File: src/rtl/sa_pkg.sv
`timescale 1ns/1ps
`default_nettype none
// ============================================================================
// Module      : sa_pkg
// Description : Shared types and default dimensions for the systolic-array
//               input/weight sequencer and its result FIFO.
// Revision    : 1.0 - initial release
// ============================================================================
package sa_pkg;

  // Sequencer job phases
  typedef enum logic [1:0] {
    ST_IDLE   = 2'd0,
    ST_LOAD   = 2'd1,
    ST_STREAM = 2'd2,
    ST_DRAIN  = 2'd3
  } sa_state_t;

  // Default element widths and array geometry
  localparam int unsigned c_input_width    = 16;
  localparam int unsigned c_weight_width   = 16;
  localparam int unsigned c_psum_width     = 32;
  localparam int unsigned c_array_height   = 4;
  localparam int unsigned c_array_width    = 4;
  localparam int unsigned c_res_depth      = 4;
  localparam int unsigned c_num_vecs_width = 16;

endpackage
`default_nettype wire

File: src/rtl/sa_is_sequencer_if.sv
`timescale 1ns/1ps
`default_nettype none
// ============================================================================
// Module      : sa_is_sequencer_if
// Description : Job control, input/weight/result handshakes and array-facing
//               signals of the sequencer. slave = sequencer side,
//               master = job source / array / result consumer side.
// Revision    : 1.0 - initial release
// ============================================================================
interface sa_is_sequencer_if #(
  parameter int unsigned INPUT_WIDTH  = sa_pkg::c_input_width,
  parameter int unsigned WEIGHT_WIDTH = sa_pkg::c_weight_width,
  parameter int unsigned PSUM_WIDTH   = sa_pkg::c_psum_width,
  parameter int unsigned ARRAY_HEIGHT = sa_pkg::c_array_height,
  parameter int unsigned ARRAY_WIDTH  = sa_pkg::c_array_width
) ();
  import sa_pkg::*;

  // Job control
  logic                                          start;
  logic [c_num_vecs_width-1:0]                   num_vecs;
  logic                                          busy;
  logic                                          done;
  // Input-vector load
  logic                                          in_valid;
  logic                                          in_ready;
  logic [ARRAY_HEIGHT-1:0][INPUT_WIDTH-1:0]      in_data;
  // Weight-vector stream
  logic                                          w_valid;
  logic                                          w_ready;
  logic [ARRAY_WIDTH-1:0][WEIGHT_WIDTH-1:0]      w_data;
  // Array side
  logic                                          arr_input_en;
  logic                                          arr_process_en;
  logic [ARRAY_HEIGHT-1:0][INPUT_WIDTH-1:0]      arr_input_in;
  logic [ARRAY_WIDTH-1:0][WEIGHT_WIDTH-1:0]      arr_weight_in;
  logic [ARRAY_HEIGHT-1:0][PSUM_WIDTH-1:0]       arr_psum_out;
  // Result stream
  logic                                          res_valid;
  logic                                          res_ready;
  logic [ARRAY_HEIGHT-1:0][PSUM_WIDTH-1:0]       res_data;

  modport slave (
    input  start, num_vecs, in_valid, in_data, w_valid, w_data,
           arr_psum_out, res_ready,
    output busy, done, in_ready, w_ready, arr_input_en, arr_process_en,
           arr_input_in, arr_weight_in, res_valid, res_data
  );

  modport master (
    output start, num_vecs, in_valid, in_data, w_valid, w_data,
           arr_psum_out, res_ready,
    input  busy, done, in_ready, w_ready, arr_input_en, arr_process_en,
           arr_input_in, arr_weight_in, res_valid, res_data
  );

endinterface
`default_nettype wire

File: src/rtl/sa_result_fifo.sv
`timescale 1ns/1ps
`default_nettype none
// ============================================================================
// Module      : sa_result_fifo
// Description : Synchronous FIFO for array result vectors. DEPTH must be a
//               power of two (>= 2); pointers carry one wrap bit so full and
//               empty are distinguished without a counter.
// Revision    : 1.0 - initial release
// ============================================================================
module sa_result_fifo #(
  parameter int unsigned DATA_WIDTH = sa_pkg::c_array_height * sa_pkg::c_psum_width,
  parameter int unsigned DEPTH      = sa_pkg::c_res_depth
) (
  input  wire                  clk,
  input  wire                  rst_n,
  input  wire                  push,
  input  wire [DATA_WIDTH-1:0] push_data,
  input  wire                  pop,
  output logic [DATA_WIDTH-1:0] pop_data,
  output logic                 full,
  output logic                 empty
);
  localparam int unsigned ADDR_W = $clog2(DEPTH);

  logic [ADDR_W:0]         r_wr_ptr;
  logic [ADDR_W:0]         r_rd_ptr;
  logic [DATA_WIDTH-1:0]   r_mem [DEPTH];
  logic                    w_do_push;
  logic                    w_do_pop;

  assign full  = (r_wr_ptr[ADDR_W] != r_rd_ptr[ADDR_W]) &&
                 (r_wr_ptr[ADDR_W-1:0] == r_rd_ptr[ADDR_W-1:0]);
  assign empty = (r_wr_ptr == r_rd_ptr);

  // A pop frees the head slot in the same edge, so a push at full is safe then
  assign w_do_push = push && (!full || pop);
  assign w_do_pop  = pop && !empty;

  // Head is forced to zero when empty so stale entries never appear outside
  assign pop_data = empty ? '0 : r_mem[r_rd_ptr[ADDR_W-1:0]];

  // Pointer update; reset discards any queued results
  always_ff @(posedge clk or negedge rst_n) begin
    if (!rst_n) begin
      r_wr_ptr <= '0;
      r_rd_ptr <= '0;
    end else begin
      if (w_do_push) r_wr_ptr <= r_wr_ptr + 1'b1;
      if (w_do_pop)  r_rd_ptr <= r_rd_ptr + 1'b1;
    end
  end

  // Storage write; contents are don't-care until the write pointer passes them
  always_ff @(posedge clk) begin
    if (w_do_push) r_mem[r_wr_ptr[ADDR_W-1:0]] <= push_data;
  end

endmodule
`default_nettype wire

File: src/rtl/sa_is_sequencer.sv
`timescale 1ns/1ps
`default_nettype none
// ============================================================================
// Module      : sa_is_sequencer
// Description : Input-stationary systolic-array sequencer. Loads one input
//               vector per column, streams num_vecs weight vectors, tracks
//               each through the array with a 1-bit tag pipe and collects the
//               tagged results into a FIFO, throttling the array when full.
// Revision    : 1.0 - initial release
// ============================================================================
module sa_is_sequencer #(
  parameter int unsigned INPUT_WIDTH  = sa_pkg::c_input_width,
  parameter int unsigned WEIGHT_WIDTH = sa_pkg::c_weight_width,
  parameter int unsigned PSUM_WIDTH   = sa_pkg::c_psum_width,
  parameter int unsigned ARRAY_HEIGHT = sa_pkg::c_array_height,
  parameter int unsigned ARRAY_WIDTH  = sa_pkg::c_array_width,
  parameter int unsigned PIPE_LATENCY = ARRAY_HEIGHT + ARRAY_WIDTH,
  parameter int unsigned RES_DEPTH    = sa_pkg::c_res_depth
) (
  input  wire              clk,
  input  wire              rst_n,
  sa_is_sequencer_if.slave bus
);
  import sa_pkg::*;

  localparam int unsigned LOAD_CW = $clog2(ARRAY_WIDTH + 1);
  localparam int unsigned RES_W   = ARRAY_HEIGHT * PSUM_WIDTH;

  sa_state_t                                 r_state;
  sa_state_t                                 w_next_state;
  logic [LOAD_CW-1:0]                        r_load_cnt;
  logic [c_num_vecs_width-1:0]               r_num_vecs;
  logic [c_num_vecs_width-1:0]               r_w_cnt;
  logic [c_num_vecs_width-1:0]               r_pop_cnt;
  logic [PIPE_LATENCY-1:0]                   r_tag;

  logic [ARRAY_HEIGHT-1:0][INPUT_WIDTH-1:0]  w_in_data;
  logic [ARRAY_WIDTH-1:0][WEIGHT_WIDTH-1:0]  w_w_data;
  logic [ARRAY_HEIGHT-1:0][PSUM_WIDTH-1:0]   w_psum;
  logic [RES_W-1:0]                          w_psum_flat;
  logic [RES_W-1:0]                          w_head;

  logic w_in_hs;
  logic w_load_last;
  logic w_process_en;
  logic w_more;
  logic w_w_ready;
  logic w_w_hs;
  logic w_stream_last;
  logic w_drain_last;
  logic w_push;
  logic w_pop;
  logic w_fifo_full;
  logic w_fifo_empty;

  assign w_in_data   = bus.in_data;
  assign w_w_data    = bus.w_data;
  assign w_psum      = bus.arr_psum_out;
  assign w_psum_flat = w_psum;

  // Handshake qualifiers shared by next-state, counters and outputs
  assign w_in_hs      = (r_state == ST_LOAD) && bus.in_valid;
  assign w_load_last  = (r_load_cnt == LOAD_CW'(ARRAY_WIDTH - 1));
  // The array only advances while the FIFO has room for whatever emerges
  assign w_process_en = ((r_state == ST_STREAM) || (r_state == ST_DRAIN)) && !w_fifo_full;
  // Never accept more weights than the job asked for (covers num_vecs = 0)
  assign w_more       = (r_w_cnt != r_num_vecs);
  assign w_w_ready    = (r_state == ST_STREAM) && w_process_en && w_more;
  assign w_w_hs       = w_w_ready && bus.w_valid;
  assign w_pop        = !w_fifo_empty && bus.res_ready;
  assign w_push       = w_process_en && r_tag[PIPE_LATENCY-1];

  assign w_stream_last = (({1'b0, r_w_cnt} + 17'(w_w_hs)) == {1'b0, r_num_vecs});
  // Pushes equal accepted weights, so once every result is popped the FIFO
  // is necessarily empty; the tag check guards against in-flight work.
  assign w_drain_last  = (({1'b0, r_pop_cnt} + 17'(w_pop)) == {1'b0, r_num_vecs}) &&
                         (r_tag == '0);

  // State register
  always_ff @(posedge clk or negedge rst_n) begin
    if (!rst_n) r_state <= ST_IDLE;
    else        r_state <= w_next_state;
  end

  // Next-state decode
  always_comb begin
    w_next_state = r_state;
    case (r_state)
      ST_IDLE:   if (bus.start)              w_next_state = ST_LOAD;
      ST_LOAD:   if (w_in_hs && w_load_last) w_next_state = ST_STREAM;
      ST_STREAM: if (w_stream_last)          w_next_state = ST_DRAIN;
      ST_DRAIN:  if (w_drain_last)           w_next_state = ST_IDLE;
      default:                               w_next_state = ST_IDLE;
    endcase
  end

  // Output decode from current state and handshake qualifiers
  always_comb begin
    bus.busy           = (r_state != ST_IDLE);
    bus.done           = (r_state == ST_DRAIN) && w_drain_last;
    bus.in_ready       = (r_state == ST_LOAD);
    bus.arr_input_en   = w_in_hs;
    bus.arr_input_in   = (r_state == ST_LOAD) ? w_in_data : '0;
    bus.arr_process_en = w_process_en;
    bus.w_ready        = w_w_ready;
    bus.arr_weight_in  = w_w_hs ? w_w_data : '0;
    bus.res_valid      = !w_fifo_empty;
    bus.res_data       = w_head;
  end

  // Job counters; num_vecs is captured once so later changes are ignored
  always_ff @(posedge clk or negedge rst_n) begin
    if (!rst_n) begin
      r_load_cnt <= '0;
      r_num_vecs <= '0;
      r_w_cnt    <= '0;
      r_pop_cnt  <= '0;
    end else if ((r_state == ST_IDLE) && bus.start) begin
      r_load_cnt <= '0;
      r_num_vecs <= bus.num_vecs;
      r_w_cnt    <= '0;
      r_pop_cnt  <= '0;
    end else begin
      if (w_in_hs) r_load_cnt <= r_load_cnt + 1'b1;
      if (w_w_hs)  r_w_cnt    <= r_w_cnt + 1'b1;
      if (w_pop)   r_pop_cnt  <= r_pop_cnt + 1'b1;
    end
  end

  // Tag pipe mirrors the array latency: a 1 marks a real weight, 0 a bubble
  generate
    if (PIPE_LATENCY == 1) begin : g_tag_single
      // Single-stage tag register, frozen with the array
      always_ff @(posedge clk or negedge rst_n) begin
        if (!rst_n)            r_tag <= '0;
        else if (w_process_en) r_tag <= w_w_hs;
      end
    end else begin : g_tag_multi
      // Multi-stage tag shift, frozen with the array
      always_ff @(posedge clk or negedge rst_n) begin
        if (!rst_n)            r_tag <= '0;
        else if (w_process_en) r_tag <= {r_tag[PIPE_LATENCY-2:0], w_w_hs};
      end
    end
  endgenerate

  sa_result_fifo #(
    .DATA_WIDTH (RES_W),
    .DEPTH      (RES_DEPTH)
  ) u_result_fifo (
    .clk       (clk),
    .rst_n     (rst_n),
    .push      (w_push),
    .push_data (w_psum_flat),
    .pop       (w_pop),
    .pop_data  (w_head),
    .full      (w_fifo_full),
    .empty     (w_fifo_empty)
  );

endmodule
`default_nettype wire
File: src/flat_wrapper.sv
// flat-port wrapper written by rule: the top's interface ports become plain ports
module sa_is_sequencer_flat import sa_pkg::*;
#(
  parameter int unsigned INPUT_WIDTH  = sa_pkg::c_input_width,
  parameter int unsigned WEIGHT_WIDTH = sa_pkg::c_weight_width,
  parameter int unsigned PSUM_WIDTH   = sa_pkg::c_psum_width,
  parameter int unsigned ARRAY_HEIGHT = sa_pkg::c_array_height,
  parameter int unsigned ARRAY_WIDTH  = sa_pkg::c_array_width,
  parameter int unsigned PIPE_LATENCY = ARRAY_HEIGHT + ARRAY_WIDTH,
  parameter int unsigned RES_DEPTH    = sa_pkg::c_res_depth
)
  (clk, rst_n, bus_start, bus_num_vecs, bus_in_valid, bus_in_data, bus_w_valid, bus_w_data, bus_arr_psum_out, bus_res_ready, bus_busy, bus_done, bus_in_ready, bus_w_ready, bus_arr_input_en, bus_arr_process_en, bus_arr_input_in, bus_arr_weight_in, bus_res_valid, bus_res_data);
  sa_is_sequencer_if #(.INPUT_WIDTH(INPUT_WIDTH), .WEIGHT_WIDTH(WEIGHT_WIDTH), .PSUM_WIDTH(PSUM_WIDTH), .ARRAY_HEIGHT(ARRAY_HEIGHT), .ARRAY_WIDTH(ARRAY_WIDTH)) bus_i ();
  input  wire clk;
  input  wire rst_n;
  input wire logic [$bits(bus_i.start)-1:0] bus_start;
  input wire logic [$bits(bus_i.num_vecs)-1:0] bus_num_vecs;
  input wire logic [$bits(bus_i.in_valid)-1:0] bus_in_valid;
  input wire logic [$bits(bus_i.in_data)-1:0] bus_in_data;
  input wire logic [$bits(bus_i.w_valid)-1:0] bus_w_valid;
  input wire logic [$bits(bus_i.w_data)-1:0] bus_w_data;
  input wire logic [$bits(bus_i.arr_psum_out)-1:0] bus_arr_psum_out;
  input wire logic [$bits(bus_i.res_ready)-1:0] bus_res_ready;
  output wire logic [$bits(bus_i.busy)-1:0] bus_busy;
  output wire logic [$bits(bus_i.done)-1:0] bus_done;
  output wire logic [$bits(bus_i.in_ready)-1:0] bus_in_ready;
  output wire logic [$bits(bus_i.w_ready)-1:0] bus_w_ready;
  output wire logic [$bits(bus_i.arr_input_en)-1:0] bus_arr_input_en;
  output wire logic [$bits(bus_i.arr_process_en)-1:0] bus_arr_process_en;
  output wire logic [$bits(bus_i.arr_input_in)-1:0] bus_arr_input_in;
  output wire logic [$bits(bus_i.arr_weight_in)-1:0] bus_arr_weight_in;
  output wire logic [$bits(bus_i.res_valid)-1:0] bus_res_valid;
  output wire logic [$bits(bus_i.res_data)-1:0] bus_res_data;
  assign bus_i.start = bus_start;
  assign bus_i.num_vecs = bus_num_vecs;
  assign bus_i.in_valid = bus_in_valid;
  assign bus_i.in_data = bus_in_data;
  assign bus_i.w_valid = bus_w_valid;
  assign bus_i.w_data = bus_w_data;
  assign bus_i.arr_psum_out = bus_arr_psum_out;
  assign bus_i.res_ready = bus_res_ready;
  assign bus_busy = bus_i.busy;
  assign bus_done = bus_i.done;
  assign bus_in_ready = bus_i.in_ready;
  assign bus_w_ready = bus_i.w_ready;
  assign bus_arr_input_en = bus_i.arr_input_en;
  assign bus_arr_process_en = bus_i.arr_process_en;
  assign bus_arr_input_in = bus_i.arr_input_in;
  assign bus_arr_weight_in = bus_i.arr_weight_in;
  assign bus_res_valid = bus_i.res_valid;
  assign bus_res_data = bus_i.res_data;
  sa_is_sequencer #(.INPUT_WIDTH(INPUT_WIDTH), .WEIGHT_WIDTH(WEIGHT_WIDTH), .PSUM_WIDTH(PSUM_WIDTH), .ARRAY_HEIGHT(ARRAY_HEIGHT), .ARRAY_WIDTH(ARRAY_WIDTH), .PIPE_LATENCY(PIPE_LATENCY), .RES_DEPTH(RES_DEPTH)) u_core (.clk(clk), .rst_n(rst_n), .bus(bus_i));
endmodule
File: config.mk
export PLATFORM = sky130hd
export DESIGN_NAME = sa_is_sequencer_flat
export DESIGN_NICKNAME = d
export VERILOG_FILES = /design/src/rtl/sa_pkg.sv /design/src/rtl/sa_is_sequencer_if.sv /design/src/rtl/sa_result_fifo.sv /design/src/rtl/sa_is_sequencer.sv /design/src/flat_wrapper.sv
export SDC_FILE = /design/constraint.sdc
export NUM_CORES = 1
export LEC_CHECK = 0
export BUFFER_PORTS_ARGS = -buffer_cell sky130_fd_sc_hd__buf_2
export CORE_ASPECT_RATIO = 1.25
export CORE_UTILIZATION = 36
export CTS_CLUSTER_DIAMETER = 50
export DETAILED_ROUTE_END_ITERATION = 10
export PLACE_DENSITY = 0.55
export SLEW_MARGIN = 10
export SYNTH_ARGS = -nofsm -noshare
export SYNTH_HDL_FRONTEND = slang
export SYNTH_SLANG_ARGS = --single-unit
File: constraint.sdc
create_clock -name clk -period 14.3 [get_ports clk]
set_clock_uncertainty 0.15 [all_clocks]
set_input_delay 0 -clock clk [delete_from_list [all_inputs] [get_ports clk]]
set_output_delay 0 -clock clk [all_outputs]
set_load 0.02 [all_outputs]
### Yosys cells after proc, flatten, opt, wreduce, memory -nomap -nowiden

Memory sizes are Yosys's and may differ from the RTL's.
Index checks and enable logic that the tools add are counted.

* bits in registers: 67
* memory bits (writable): 512
* input port bits: 278
* output and inout bits: 263
* logic and storage cells: 71
* memories kept: 1

Memories
* u_core.u_result_fifo.r_mem: depth 4, bits a word 128, read ports 1, clocked after Yosys merged registers in 0, write ports 1, line sa_result_fifo.sv:27 `logic [DATA_WIDTH-1:0] r_mem [DEPTH];`

* $add $sub $neg: 7
* equality and inequality tests: 14
* multiplexer cells: 16
* reduce and logical (&&, ||, !) cells: 25

Operators by type and width (number)
* 128-bit 2-to-1 mux: 1
* 64-bit 2-to-1 mux: 2
* 16-bit 2-to-1 mux: 4
* 16-bit by 1-bit adder with 17-bit output: 2
* 17-bit by 16-bit == test with 1-bit output: 2
* 16-bit by 1-bit adder with 16-bit output, second input constant: 2
* 16-bit inequality test: 1
* 1-bit logical AND: 14
* 3-bit by 1-bit adder with 3-bit output, second input constant: 3
* 8-bit zero test: 1
* 2-bit 2-to-1 mux: 4
* 2-bit one-hot mux with 4 select lines: 1
* 2-bit nonzero test: 4
* 3-bit 2-to-1 mux: 2
* 2-bit by 1-bit inequality test with 1-bit output, second input constant: 3
* 2-bit == test, second input constant: 2
* 4-bit AND reduction: 1
* 3-bit by 2-bit == test with 1-bit output, second input constant: 1
* 3-bit == test: 1
* 2-bit by 1-bit == test with 1-bit output, second input constant: 1
* 2-bit == test: 1
* 1-bit zero test: 2
* 2-bit zero test: 1
* 1-bit logical OR: 2
* other kinds (3): 4

### Longest topological paths before layout

* word-level depth: 11
* depth in mapped cells: 17
* mapped depth without buffers: 14

### By module

A second synthesis with hierarchy kept.

* cell total of the unflattened synthesis: 1426
* area, all modules: 24506.0 um2

By module, submodules not included
* sa_result_fifo: times used 1, cells an instance 846, area an instance 19717.7 um2, seq. area each 15524.9 um2
* sa_is_sequencer: times used 1, cells an instance 580, area an instance 4788.3 um2, seq. area each 1526.5 um2

### Least setup slack after synthesis

No wires, ideal clock.

* path kind: register to register
* start: reg u_core.u_result_fifo.r_rd_ptr[0]
* end: mem u_core.u_result_fifo.r_mem[1][0] (netlist bit) (enable)
* setup time: 0.503 ns
* arrival time: 4.433 ns
* data required time: 13.647 ns
* slack: 9.214 ns
* stages on the path, launching flop included: 7
* path buffers: 2
* clock period less this slack: 5.086 ns
* cells stage by stage: dfrtp_1 > clkbuf_1 > xnor2_1 > nand3_1 > o21a_1 > buf_1 > and3_1

* longest elaborated chain between the ends: 8
* elaborated cells on any way between the ends: 12
* those cells by class: 2 x eq/ne; 2 x mux; 8 x reduce/logical

RTL lines
* start: declaration: line sa_result_fifo.sv:26 `logic [ADDR_W:0] r_rd_ptr;`
* start signal: assignment: line sa_result_fifo.sv:49 `if (w_do_pop) r_rd_ptr <= r_rd_ptr + 1'b1;`
* 2-bit == test: line sa_result_fifo.sv:32 `(r_wr_ptr[ADDR_W-1:0] == r_rd_ptr[ADDR_W-1:0]);`
* 1-bit logical AND: line sa_result_fifo.sv:31 `assign full = (r_wr_ptr[ADDR_W] != r_rd_ptr[ADDR_W]) &&`
* 1-bit zero test: line sa_is_sequencer.sv:65 `assign w_process_en = ((r_state == ST_STREAM) || (r_state == ST_DRAIN)) && !w_fifo_full;`
* 1-bit logical AND: line sa_is_sequencer.sv:65
* via bus_arr_process_en: line flat_wrapper.sv:29 `output wire logic [$bits(bus_i.arr_process_en)-1:0] bus_arr_process_en;`
* 1-bit logical AND: line sa_is_sequencer.sv:71 `assign w_push = w_process_en && r_tag[PIPE_LATENCY-1];`
* 1-bit logical AND: line sa_result_fifo.sv:36 `assign w_do_push = push && (!full || pop);`
* 1-bit 2-to-1 mux: line sa_result_fifo.sv:55 `if (w_do_push) r_mem[r_wr_ptr[ADDR_W-1:0]] <= push_data;`
* 1-bit 2-to-1 mux (implied by the code): line sa_result_fifo.sv:55
* end: declaration: line sa_result_fifo.sv:27

The timed path passes the listed nets, and every way through them passes these cells.

### Worst setup path in the final report

* start: reg u_core.u_result_fifo.r_rd_ptr[0]
* end: out bus_done

* longest elaborated chain between the ends: 7

RTL lines
* 3-bit == test: line sa_result_fifo.sv:33 `assign empty = (r_wr_ptr == r_rd_ptr);`
* 1-bit zero test: line sa_is_sequencer.sv:70 `assign w_pop = !w_fifo_empty && bus.res_ready;`
* 1-bit logical AND: line sa_is_sequencer.sv:70
* 16-bit by 1-bit adder with 17-bit output: line sa_is_sequencer.sv:76 `assign w_drain_last = (({1'b0, r_pop_cnt} + 17'(w_pop)) == {1'b0, r_num_vecs}) &&`
* 17-bit by 16-bit == test with 1-bit output: line sa_is_sequencer.sv:76
* 1-bit logical AND: line sa_is_sequencer.sv:76
* 1-bit logical AND: line sa_is_sequencer.sv:100 `bus.done = (r_state == ST_DRAIN) && w_drain_last;`
* end: declaration: line flat_wrapper.sv:25 `output wire logic [$bits(bus_i.done)-1:0] bus_done;`

Every way passes these cells.

==> results.sh <==
export IMPL_clock_latency_ps=590
export IMPL_cp_end_kind="primary output"
export IMPL_rsz0062_at_grt="no"
export IMPL_clockBufferDepth=3
export IMPL_dp_cells=2740
export IMPL_synth_flop_cell="edfxtp_1"
export IMPL_grt_pass1_vias=16110
export IMPL_cts_htree_levels=3
export IMPL_vdd_drop_max_mv=0.1344
export IMPL_layout_commonest_cell="buf_2"
export IMPL_grt_total_usage=0.2022
export IMPL_p_switching_mw=2.434
export IMPL_vias=15230
export IMPL_clkTransAtPathRegs_ps=60
export IMPL_hp_class="in -> async"
export IMPL_hold_viol_final=0
export IMPL_clock_root_buffer="clkbuf_16"
export IMPL_cp_slowest_cell="dfrtp_4"
export IMPL_drc=0
export IMPL_netlist_instances=1403
export IMPL_worstPathArrival_ps=4290
export IMPL_synth_edf_count=512
export IMPL_internal_power_mw=4.134
export IMPL_share_comb_of_total_power=0.404
export IMPL_netSwitchingFraction=0.3706
export IMPL_worstPathMaxFanout=21
export IMPL_place_ws_ps=9926
export IMPL_period_share=0.3106
export IMPL_cts_tree="done"
export IMPL_max_cap_viol_count=0
export IMPL_layout_common_cells="buf_2, edfxtp_1, and2_1, dlygate4sd3_1, mux4_2"
export IMPL_async_flop_share=0.1157
export IMPL_firstDrtPassIters=5
export IMPL_initial_core_util=0.3647
export IMPL_reg2reg_to="u_core.r_state[1]$_DFFE_PN0P_"
export IMPL_synth_warnings=0
export IMPL_ys_seq_area_frac=0.6980
export IMPL_slowest_delay_ps=650
export IMPL_nets=2457
export IMPL_post_drt_via_cell_ratio=4.946
export IMPL_finalNonFillerCells=3079
export IMPL_min_period_ps=4442
export IMPL_power_frac_seq=0.332
export IMPL_grt_pass1_wl_um=102800
export IMPL_synth_area_um2=24430
export IMPL_grt_max_degree=81
export IMPL_syn_to_final_growth_pct=32.95
export IMPL_die_w_um=235.0
export IMPL_status="completed"
export IMPL_final_max_slew_violation_count=0
export IMPL_worstPathCellList="xnor2_1, nand3b_1, and2_1, ha_1, ha_1, nand4_1, a2111oi_0, nand4_1, nor4_2, and2_1, buf_2"
export IMPL_grt_overflow=0
export IMPL_synth_cell_types=57
export IMPL_worst_pin_slew_ps=1044
export IMPL_die_h_um=293.2
export IMPL_fin_ws_ps=9858
export IMPL_critPathRequiredTime_ps=14150
export IMPL_tns_ps=0
export IMPL_power_density_nw_per_um2=202.2
export IMPL_place_hpwl_um=47200
export IMPL_routed_wirelength_um=69890
export IMPL_r2r_slack_ps=9880
export IMPL_fp_coreArea_um2=66980
export IMPL_fill_cells=5804
export IMPL_setup_viol=0
export IMPL_wl_per_cell_um=22.70
export IMPL_syn_nets=1698
export IMPL_p_leak_nw=12.32
export IMPL_slew_headroom=0.3037
export IMPL_drtIter0Drc=827
export IMPL_clkPwrFrac=0.264
export IMPL_syn_area_per_cell_um2=17.41
export IMPL_io_pins=541
export IMPL_synth_seq_cells=579
export IMPL_fp_row_count=106
export IMPL_numCtsBuffers=66
export IMPL_cp_start_kind="flop"
export IMPL_max_freq_mhz=225.1
export IMPL_cts_sinks=579
export IMPL_crit_type="reg -> out"
export IMPL_ant_nets=0
export IMPL_dieArea_um2=68910
export IMPL_fin_util=0.4849
export IMPL_drive_above_1_share=0.3763
export IMPL_worstReg2RegStart="u_core.r_w_cnt[9]$_DFFE_PN0P_"
export IMPL_routabilityCongestion=0.8671
export IMPL_antenna_found_initial=9
export IMPL_reg2reg_depth=14
export IMPL_portBuffers=540
## Yosys cell counts, drive strengths merged (3+ instances only)
library cell / number / share of area
a211oi: 4 / 0.0012
a21oi: 11 / 0.0023
a31oi: 4 / 0.0010
and2: 260 / 0.067
and3: 7 / 0.0018
and4: 4 / 0.0014
buf: 37 / 0.0071
clkbuf: 48 / 0.0074
dfrtp: 67 / 0.069
edfxtp: 512 / 0.63
ha: 17 / 0.0087
inv: 14 / 0.0022
mux2: 26 / 0.012
mux2i: 3 / 0.0012
mux4: 128 / 0.12
nand2: 34 / 0.0053
nand3: 14 / 0.0033
nand4: 23 / 0.0069
nor2: 46 / 0.0071
nor3: 11 / 0.0029
nor4: 9 / 0.0034
o21ai: 12 / 0.0025
or3: 3 / 0.00077
xnor2: 48 / 0.017
xor2: 36 / 0.013
## sequential cells by signal, summed over array words and instances (netlist names)
name and flops:
u_core.u_result_fifo.r_wr_ptr 3, u_core.r_state 2, u_core.r_tag 8, u_core.r_pop_cnt 16
u_core.u_result_fifo.r_mem 512, u_core.u_result_fifo.r_rd_ptr 3, u_core.r_load_cnt 3, u_core.r_num_vecs 16
u_core.r_w_cnt 16
## worst max-delay path, delay by kind of cell, from the launching register on
| family | cells | cell delay, ps |
|---|---|---|
| simple gates | 6 | 1570 |
| flops | 1 | 650 |
| fa+ha+maj | 2 | 580 |
| compound gates | 1 | 520 |
| xor+xnor | 1 | 210 |
| buf+inv | 1 | 170 |
## cells by family (layout without fill, tap and decap cells)
logic type,count (synthesis),after routing,synth area share
flops,579,579,0.6980
mux,157,157,0.1312
buf+inv,99,907,0.01665
other cells,0,4,0
compound gates,47,47,0.01311
fa+ha+maj,17,17,0.008708
xor+xnor,84,84,0.03012
simple gates,420,420,0.1021
## stage by stage
step                      cell area [µm²]  hold WS (ps)  total power, mW
after floorplan                     24430        -445.6            3.912
after global placement              28040         59.37            4.865
after detailed placement            28040         66.31            4.874
after CTS                           32470        0.9904            6.674
after global routing                32470         1.793            6.890
final                               32480         10.65            6.568
## layer usage
layer | global-route usage | part of all wire | up-vias
met5 | 0 | 0.0010 | -
met4 | 0.1136 | 0.055 | 10
li1 | - | - | 6878
met3 | 0.05477 | 0.067 | 143
met1 | 0.2189 | 0.36 | 7684
met2 | 0.3572 | 0.52 | 515
## how the worst max path moves through the flow
stage | startpoint | to | slack, ps | cells past startpoint
4_1_cts | u_core.u_result_fifo.r_rd_ptr[0]$_DFFE_PN0P_ | bus_done | 9760 | 11
3_3_place_gp | u_core.r_num_vecs[15]$_DFFE_PN0P_ | u_core.r_state[1]$_DFFE_PN0P_ | 9970 | 14
5_1_grt | u_core.u_result_fifo.r_rd_ptr[0]$_DFFE_PN0P_ | bus_done | 9570 | 11
6_report | u_core.u_result_fifo.r_rd_ptr[0]$_DFFE_PN0P_ | bus_done | 9860 | 11
3_5_place_dp | u_core.r_num_vecs[15]$_DFFE_PN0P_ | u_core.r_state[1]$_DFFE_PN0P_ | 9930 | 14
2_1_floorplan | u_core.u_result_fifo.r_rd_ptr[0]$_DFFE_PN0P_ | u_core.u_result_fifo.r_mem[1][0]$_DFFE_PP_ | 9210 | 6
## what timing repair did
item	in CTS	in global routing
gates resized for setup	0	0
endpoints found under the hold margin	604	0
hold buffers	218	0
setup buffers	0	0
## area by class of cell
cell class / count / area (µm²) / share of cell area
multi-input combinational: 725 / 7005 / 0.2157
timing repair buffer: 776 / 5020 / 0.1546
inverter: 14 / 52.55 / 0.001618
tap: 864 / 1081 / 0.03329
clock buffer: 77 / 1693 / 0.05213
sequential: 579 / 17060 / 0.5253
antenna: 4 / 10.01 / 0.0003082
clock inverter: 40 / 555.5 / 0.01711
## power by group through the flow
stage | combinational, mW | sequential (mW) | clock [mW]
floorplan | 1.74 | 2.17 | 0
global placement | 2.66 | 2.21 | 0
detailed placement | 2.65 | 2.22 | 0
CTS | 2.72 | 2.18 | 1.77
global route | 2.85 | 2.20 | 1.84
finish | 2.65 | 2.18 | 1.73
Note: power is estimated with default switching activity, not from simulation.
